### src/rtl/result_pkg.sv
// Shared types and defaults for the result readout block: FSM state encoding,
// default address/data widths and the supported memory read-latency range.
package result_pkg;

   localparam int AW_DEF      = 8;
   localparam int DW_DEF      = 8;
   localparam int MEM_LAT_MIN = 1;
   localparam int MEM_LAT_MAX = 4;

   typedef enum logic [2:0] {
      IDLE,
      RD,
      WAIT,
      OUT,
      FIN
   } state_t;

endpackage

### src/rtl/result_cksum.sv
// Running modulo-2^DW sum of the words streamed out of result_reader.
// Cleared when a burst is accepted; only built with RESULT_READER_CKSUM_EN.
module result_cksum #(
   parameter int DW = 8
) (
   input  logic          clk,
   input  logic          rst_n,
   input  logic          clear,
   input  logic          add,
   input  logic [DW-1:0] data,
   output logic [DW-1:0] sum
);

   always_ff @(posedge clk or negedge rst_n) begin
      if (!rst_n)
         sum <= '0;
      else if (clear)
         sum <= '0;
      else if (add)
         sum <= sum + data;
   end

endmodule

### src/rtl/result_reader.sv
// Reads count words from a result memory starting at base_addr and streams them
// out over a valid/ready port. Optional checksum output: RESULT_READER_CKSUM_EN.
// MEM_LAT must lie in result_pkg::MEM_LAT_MIN..MEM_LAT_MAX.
module result_reader
   import result_pkg::*;
#(
   parameter int AW      = AW_DEF,
   parameter int DW      = DW_DEF,
   parameter int MEM_LAT = 1
) (
   input  logic          clk,
   input  logic          rst_n,
   input  logic          start,
   input  logic [AW-1:0] base_addr,
   input  logic [AW-1:0] count,
   output logic          mem_re,
   output logic [AW-1:0] mem_addr,
   input  logic [DW-1:0] mem_rdata,
   output logic [DW-1:0] out_data,
   output logic          out_valid,
   input  logic          out_ready,
   output logic          busy,
   output logic          done
`ifdef RESULT_READER_CKSUM_EN
   ,
   output logic [DW-1:0] checksum
`endif
);

   state_t        state, state_nxt;
   logic [AW-1:0] rem;
   logic [2:0]    lat_cnt;
   logic          accept;
   logic          xfer;
   logic          last_lat;

   assign accept   = (state == IDLE) && start;
   assign xfer     = (state == OUT) && out_ready;
   assign last_lat = (lat_cnt == 3'(MEM_LAT - 1));

   assign mem_re    = (state == RD);
   assign out_valid = (state == OUT);
   assign busy      = (state != IDLE);
   assign done      = (state == FIN);

   always_ff @(posedge clk or negedge rst_n) begin
      if (!rst_n)
         state <= IDLE;
      else
         state <= state_nxt;
   end

   always_comb begin
      // NOTE: default first so every path assigns state_nxt and no latch is inferred.
      state_nxt = state;
      case (state)
         IDLE:    if (start) state_nxt = (count != '0) ? RD : FIN;
         RD:      state_nxt = WAIT;
         WAIT:    if (last_lat) state_nxt = OUT;
         OUT:     if (out_ready) state_nxt = (rem == AW'(1)) ? FIN : RD;
         FIN:     state_nxt = IDLE;
         default: state_nxt = IDLE;
      endcase
   end

   // mem_addr doubles as the current address; it only moves when another read
   // will follow, so it holds its last value outside RD.
   always_ff @(posedge clk or negedge rst_n) begin
      if (!rst_n) begin
         // NOTE: non-blocking assignments keep all registers updating from pre-edge values.
         mem_addr <= '0;
         rem      <= '0;
         lat_cnt  <= '0;
         out_data <= '0;
      end else begin
         if (accept && count != '0) begin
            mem_addr <= base_addr;
            rem      <= count;
         end
         if (state == RD)
            lat_cnt <= '0;
         if (state == WAIT) begin
            lat_cnt <= lat_cnt + 3'd1;
            if (last_lat)
               out_data <= mem_rdata;
         end
         if (xfer) begin
            rem <= rem - AW'(1);
            if (rem != AW'(1))
               mem_addr <= mem_addr + AW'(1);
         end
      end
   end

`ifdef RESULT_READER_CKSUM_EN
   result_cksum #(.DW(DW)) u_cksum (
      .clk   (clk),
      .rst_n (rst_n),
      .clear (accept),
      .add   (xfer),
      .data  (out_data),
      .sum   (checksum)
   );
`endif

endmodule

### config.mk
export PLATFORM = sky130hd
export DESIGN_NAME = result_reader
export DESIGN_NICKNAME = d
export VERILOG_FILES = /design/src/rtl/result_pkg.sv /design/src/rtl/result_cksum.sv /design/src/rtl/result_reader.sv
export SDC_FILE = /design/constraint.sdc
export NUM_CORES = 1
export LEC_CHECK = 0
export CORE_UTILIZATION = 47
export DETAILED_ROUTE_END_ITERATION = 12
export GPL_ROUTABILITY_DRIVEN = 0
export PLACE_DENSITY = 0.91
export SYNTH_ARGS = -nofsm -noshare
export SYNTH_HDL_FRONTEND = slang
export SYNTH_SLANG_ARGS = --single-unit
### constraint.sdc
create_clock -name clk -period 2.35 [get_ports clk]
set_input_delay 0.47 -clock clk [delete_from_list [all_inputs] [get_ports clk]]
set_output_delay 0.47 -clock clk [all_outputs]
set_load 0.01 [all_outputs]
# Word level (Yosys, flattened, before mapping)
# Cells that the tools add are included.
# W data, S select, Z words.
classes:
  n_addsub: 3
  eq_ne: 9
  mux: 13
  n_reduce_logical: 11
ops:
  columns: ["cell", "n"]
  rows:
  - ["$mux W8", 5]
  - ["$mux W3", 7]
  - ["$pmux W3 S4", 1]
  - ["$add A8 B1 Y8 const B", 1]
  - ["$eq A8 B1 Y1 const B", 1]
  - ["$ne A8 B1 Y1 const B", 1]
  - ["$reduce_bool A8 Y1", 1]
  - ["$sub A8 B1 Y8 const B", 1]
  - ["$eq A3 B2 Y1 const B", 2]
  - ["$logic_not A3 Y1", 2]
  - ["$ne A2 B2 Y1 const B", 2]
  - ["$reduce_bool A2 Y1", 2]
  - ["$add A3 B1 Y3 const B", 1]
  - ["$eq A3 B1 Y1 const B", 1]
  - ["$eq A3 B3 Y1 const B", 1]
  - ["$logic_and A1 B1 Y1", 3]
  - ["$reduce_and A3 Y1", 1]
  - ["$reduce_bool A3 Y1", 1]
  - ["$ne A2 B1 Y1 const B", 1]
  - ["$reduce_and A2 Y1", 1]
totals:
  reg_bits: 30
  output_inout_bits: 20

# Depth between registers and ports, before layout
logic_depth:
  ltp_word: 6
  ltp_mapped: 7
  mapped_depth_nobuf: 6

# Worst setup path after synthesis
# OpenSTA, ideal clock, no wires.
synth_path:
  kind: "reg2reg"
  from: "register rem[3]"
  to: "register mem_addr[7]"
  setup_ps: 123
  t_arrival_ps: 1943
  t_required_ps: 2227
  slack_ps: 285
  path_stages_with_launch: 5
  path_buffers: 0
  period_less_slack_ps: 2065
  path_cell_list: "dfrtp_1 > or4_4 > o41ai_4 > mux2_4 > o221a_2"
synth_via:
  elab_chain_cells: 3
synth_lines:
  columns: ["element", "line_no", "source"]
  rows:
  - ["from (decl)", "result_reader.sv:31", "logic [AW-1:0] rem;"]
  - ["from (signal assigned)", "result_reader.sv:78", "rem <= count;"]
  - ["from (signal assigned)", "result_reader.sv:88", "rem <= rem - AW'(1);"]
  - ["$ne A8 B1 Y1", "result_reader.sv:89", "if (rem != AW'(1))"]
  - ["$mux W8", "result_reader.sv:89", null]
  - ["$mux W8", "result_reader.sv:87", "if (xfer) begin"]
  - ["to (signal assigned)", "result_reader.sv:77", "mem_addr <= base_addr;"]
  - ["to (signal assigned)", "result_reader.sv:90", "mem_addr <= mem_addr + AW'(1);"]
  - ["to (decl)", "result_reader.sv:17", "output logic [AW-1:0] mem_addr,"]
# No other way between the ends.
# A chain may end at the register's enable or synchronous reset.

# Worst setup path after layout
layout_path:
  from: "register state[0]"
  to: "output port done"
layout_via:
  elab_chain_cells: 1
layout_lines:
  columns: ["element", "line_no", "source"]
  rows:
  - ["from (decl)", "result_reader.sv:30", "state_t state, state_nxt;"]
  - ["from (signal assigned)", "result_reader.sv:50", "state <= state_nxt;"]
  - ["$eq A3 B3 Y1", "result_reader.sv:44", "assign done = (state == FIN);"]
  - ["to (decl)", "result_reader.sv:23", "output logic done"]
# No other way between the ends.

==> results by stage <==
Status:
- The run finished with clean final reports.

Logic synthesis:
- Counting distinct cell types in the post-synthesis netlist gives 43.
- Counting flops with a built-in enable in the synthesized netlist gives 0.
- Yosys printed 0 warnings.
- The per-instance average area after synthesis is 9.94 um^2.
- The post-synthesis instance area is about 0.0017 mm^2.
- For this run, the leading register cell type out of synthesis is sky130_fd_sc_hd__dfrtp_1.
- After synthesis the netlist holds a flip-flop and latch count of 30.
- The share of synthesized area occupied by flip-flops and latches is 44.4%.
- Of all flip-flops after synthesis, the portion carrying an async set or reset was 100%.
- The synthesized netlist net count is 203.
- The cell count after synthesis came out at 170.

Placement:
- In this run, placement finished with an instance count of 267.
- The placed instances occupy a cell area of about 0.0023 mm^2.
- In this run the tool buffered the top-level ports with between 40 and 50 buffer cells.
- The detailed placer's ending HPWL is 2.79 mm.

Pwr:
- The total power draw is 2.70 mW.
- The net switching power of the design is between 1 and 1.5 mW.
- The power per cell area is 1160 mW/mm^2.
- The highest ir drop seen on vdd is roughly 470 uV.
- Of the total power, the clock network draws between 10% and 20%.
- Combinational logic burns 50.2% of the power.
- Cell internal power was estimated by the tool at 1.65 mW.
- Of the total power, the share spent switching nets is 38.8%.
- The standby leakage power is 0.987 nW.
- Of the total power, registers draw 37.5%.

Global route:
- The total overflow left after global routing is 0.
- The met3 track demand over resource is under 10%.
- The global routing met2 resource utilization is 35.6%.
- The initial antenna violation count is 0.
- The via count of the first global-routing pass was 1,377.
- The met1 track demand over resource in global routing is 27.0%.
- In the global route stage, overall resource usage came out at 21.8%.
- The global routing stage identified its most utilized layer as met2.
- The first-pass GRT wire length is just under 6 mm.
- Entering global routing, the biggest net connects 31 pins.

CTS:
- Clock latency on the worst-skew pair, taken at its later pin, is 340 ps.
- The number of buffers inserted for hold repair after clock tree synthesis is 0.
- The number of buffers created by CTS is 5.
- In this run the deepest clock path goes through 2 buffers.
- The level count of the clock H-tree is 2.
- The clock root buffer is sky130_fd_sc_hd__clkbuf_4.
- The tree built by TritonCTS fans out to 30 sinks.
- The clock-pin slew reported for the worst setup and hold paths after clock tree synthesis is 90 ps.
- The CTS tree is yes.
- The post-CTS setup-driven buffer insertion count is 0.
- The count of instances resized after the clock tree is built is 0.

Final layout:
- The area added between synthesis and finish is 37.7%.
- The finished cells cover 0.00233 mm^2.
- The post-layout net count is approximately 260.
- The area of the multi-input gates is about 840 um^2.
- The total of fill cells in the finished design is 257.
- The share of final-layout standard cells stronger than drive strength 1 is between 10% and 20%.
- The count of cells in the finished layout, fillers not included, comes to between 200 and 300.
- Summing all flip-flop and latch instances after layout gives 752 um^2.
- 0 antenna diodes ended up in the layout.

Min path:
- The path class of the tightest hold or removal check is flop to flop.

Timing:
- The final max-slew violation count is 0.
- Across the routed clock network, the largest skew measured is 8.77 ps.
- The worst relative slew slack is 64.6%.
- The total negative setup slack is 0 ps.
- The worst hold slack across all endpoints is just over 500 ps.
- The minimum period implied by the final worst setup slack is 2180 ps.
- Setup repair after global routing left no endpoint under its margin.
- Dividing the final minimum period by the clock period gives slightly above 90%.
- The pin slew with the least headroom to its limit is 526 ps.
- The achievable clock frequency is 458 MHz.
- The number of failing hold endpoints at the final stage came to 0.
- The number of failing setup endpoints in the final timing report is 0.

Setup path:
- The category of the most critical setup path is flop to output pin.
- In this run the worst path has a maximum fanout of 15.
- The nature of the critical path startpoint is a flop.
- STA puts the critical path data required time at 1880 ps.
- Data arrives at the worst endpoint at 1710 ps.
- STA classifies the critical path endpoint as an output pin.

Floorplanning:
- During I/O placement, the number of pins put on the boundary was 48.
- The die is 62.0 um wide.
- The core region is 0.00339 mm^2.
- In this run the vertical extent of the chip is 62.0 um.
- The overall die area is roughly 0.0038 mm^2.
- Once the floorplan was initialized, standard cells occupied between 40% and 50% of the core.
- Row generation in the floorplan step produced 21 rows.

Drt:
- The pre-antenna-repair detailed-routing pass consisted of 4 iterations.
- The routed length per instance is 13.8 um.
- The routed wire length is ~3.8 mm.
- The number of vias in the routed layout is 1,517.
- For this run, design rule violations remaining after detail routing come to 0.
- In this run the remaining antenna-violating nets after routing total 0.
- The first routing iteration left 70 violations.
- The via density per instance is 5.52.

Run:
- Max-cap violations in this run came to 0.
-- sequential cells by signal (all words and copies together) (netlist names) --
register	cells
lat_cnt	3
state	3
rem	8
mem_addr	8
out_data	8
-- path summary, 6_finish.rpt --
path,start,to,slack (ps),cells past startpoint
worst max-delay path,state[0]$_DFFE_PN0P_,done,170,3
worst min-delay path,out_data[0]$_DFFE_PN0P_,out_data[0]$_DFFE_PN0P_,510,1
worst max register to register,rem[6]$_DFFE_PN0P_,mem_addr[3]$_DFF_PN0_,200,5
worst min register to register,out_data[0]$_DFFE_PN0P_,out_data[0]$_DFFE_PN0P_,510,1
max in group asynchronous,rst_n,state[0]$_DFFE_PN0P_,1530,2
min in group asynchronous,rst_n,mem_addr[2]$_DFF_PN0_,520,2
-- cells in the mapped netlist, types with 2 or more instances --
master	n	share of area (%)
sky130_fd_sc_hd__a21oi_1	10	3.0
sky130_fd_sc_hd__a31oi_1	2	0.74
sky130_fd_sc_hd__and2_1	2	0.74
sky130_fd_sc_hd__buf_6	2	1.3
sky130_fd_sc_hd__clkbuf_1	5	1.1
sky130_fd_sc_hd__dfrtp_1	30	44
sky130_fd_sc_hd__ha_1	5	3.7
sky130_fd_sc_hd__inv_1	14	3.1
sky130_fd_sc_hd__mux2_2	9	6.0
sky130_fd_sc_hd__mux2i_1	6	3.6
sky130_fd_sc_hd__nand2_1	11	2.4
sky130_fd_sc_hd__nand3_1	6	1.8
sky130_fd_sc_hd__nand4_1	2	0.74
sky130_fd_sc_hd__nor2_1	11	2.4
sky130_fd_sc_hd__nor2b_1	2	0.74
sky130_fd_sc_hd__nor3_1	5	1.5
sky130_fd_sc_hd__nor4b_1	2	1.0
sky130_fd_sc_hd__o211ai_1	3	1.3
sky130_fd_sc_hd__o21a_1	2	0.89
sky130_fd_sc_hd__o21ai_0	10	3.0
sky130_fd_sc_hd__o221a_2	2	1.3
sky130_fd_sc_hd__o22ai_1	2	0.74
sky130_fd_sc_hd__o32ai_1	4	2.1
sky130_fd_sc_hd__or3_1	3	1.1
sky130_fd_sc_hd__or4_1	2	0.89
-- layout by cell type (no fill, tap or decap), drive strengths merged, types with 2 or more instances in the layout --
master	instances
mux2	10
nand2	11
o22ai	2
ha	5
or4	3
nand4	2
nor2b	2
or3	3
mux2i	6
a21oi	10
nor4b	2
o221a	2
clkdlybuf4s50	47
dfrtp	30
o21a	2
nor2	11
and2	2
o211ai	3
nand3	6
inv	14
a31oi	2
o32ai	4
o21ai	11
nor3	5
clkbuf	6
buf	12
-- area by class of cell --
type	count	share of cell area, %
clock inverters	2	0.538
inverters	14	2.26
flip-flops and latches	30	32.3
clock buffers	6	2.21
well taps	46	2.47
multi-input cells	118	36.1
repair buffers	59	24.1
-- critical path, stage by stage, from the launching register on --
cell and delay, ps:
sky130_fd_sc_hd__dfrtp_2 500, sky130_fd_sc_hd__nor2_1 200, sky130_fd_sc_hd__and2_1 150, sky130_fd_sc_hd__clkdlybuf4s50_1 530
-- layer usage --
| metal | part of all wire (%) | vias to the layer above | wire [um] |
|---|---|---|---|
| met5 | 0 | - | 0 |
| met4 | 0.40 | 0 | 15 |
| met3 | 5.2 | 4 | 196 |
| met2 | 50 | 43 | 1890 |
| met1 | 44 | 723 | 1680 |
| li1 | - | 747 | - |
-- logic make-up (layout without fill, tap and decap cells) --
kind of cell	Yosys count	count (layout)	synth area share, %
AND/OR/NAND/NOR	52	52	16.4
buffers and inverters	22	81	5.85
multiplexers	16	16	10.4
flip-flops	30	30	44.4
adder cells (fa/ha/maj)	5	5	3.70
AO/OA/AOI/OAI	45	45	19.2
-- power by group through the flow --
stage | clock, mW | sequential (mW) | combinational, mW
6_report | 0.333 | 1.01 | 1.35
2_1_floorplan | 0 | 1.01 | 0.763
3_5_place_dp | 0 | 1.01 | 1.35
4_1_cts | 0.344 | 1.00 | 1.36
5_1_grt | 0.371 | 1.05 | 1.51
3_3_place_gp | 0 | 0.998 | 1.31
-- through the flow --
step / utilization, % / setup WS, ps
after floorplan: - / 285
after global placement: 66.7 / 10.4
after detailed placement: 66.7 / -13.8
after CTS: 68.6 / 46.9
after global routing: 68.6 / 55.0
final: 68.6 / 165
(Power assumes the default switching activity.)
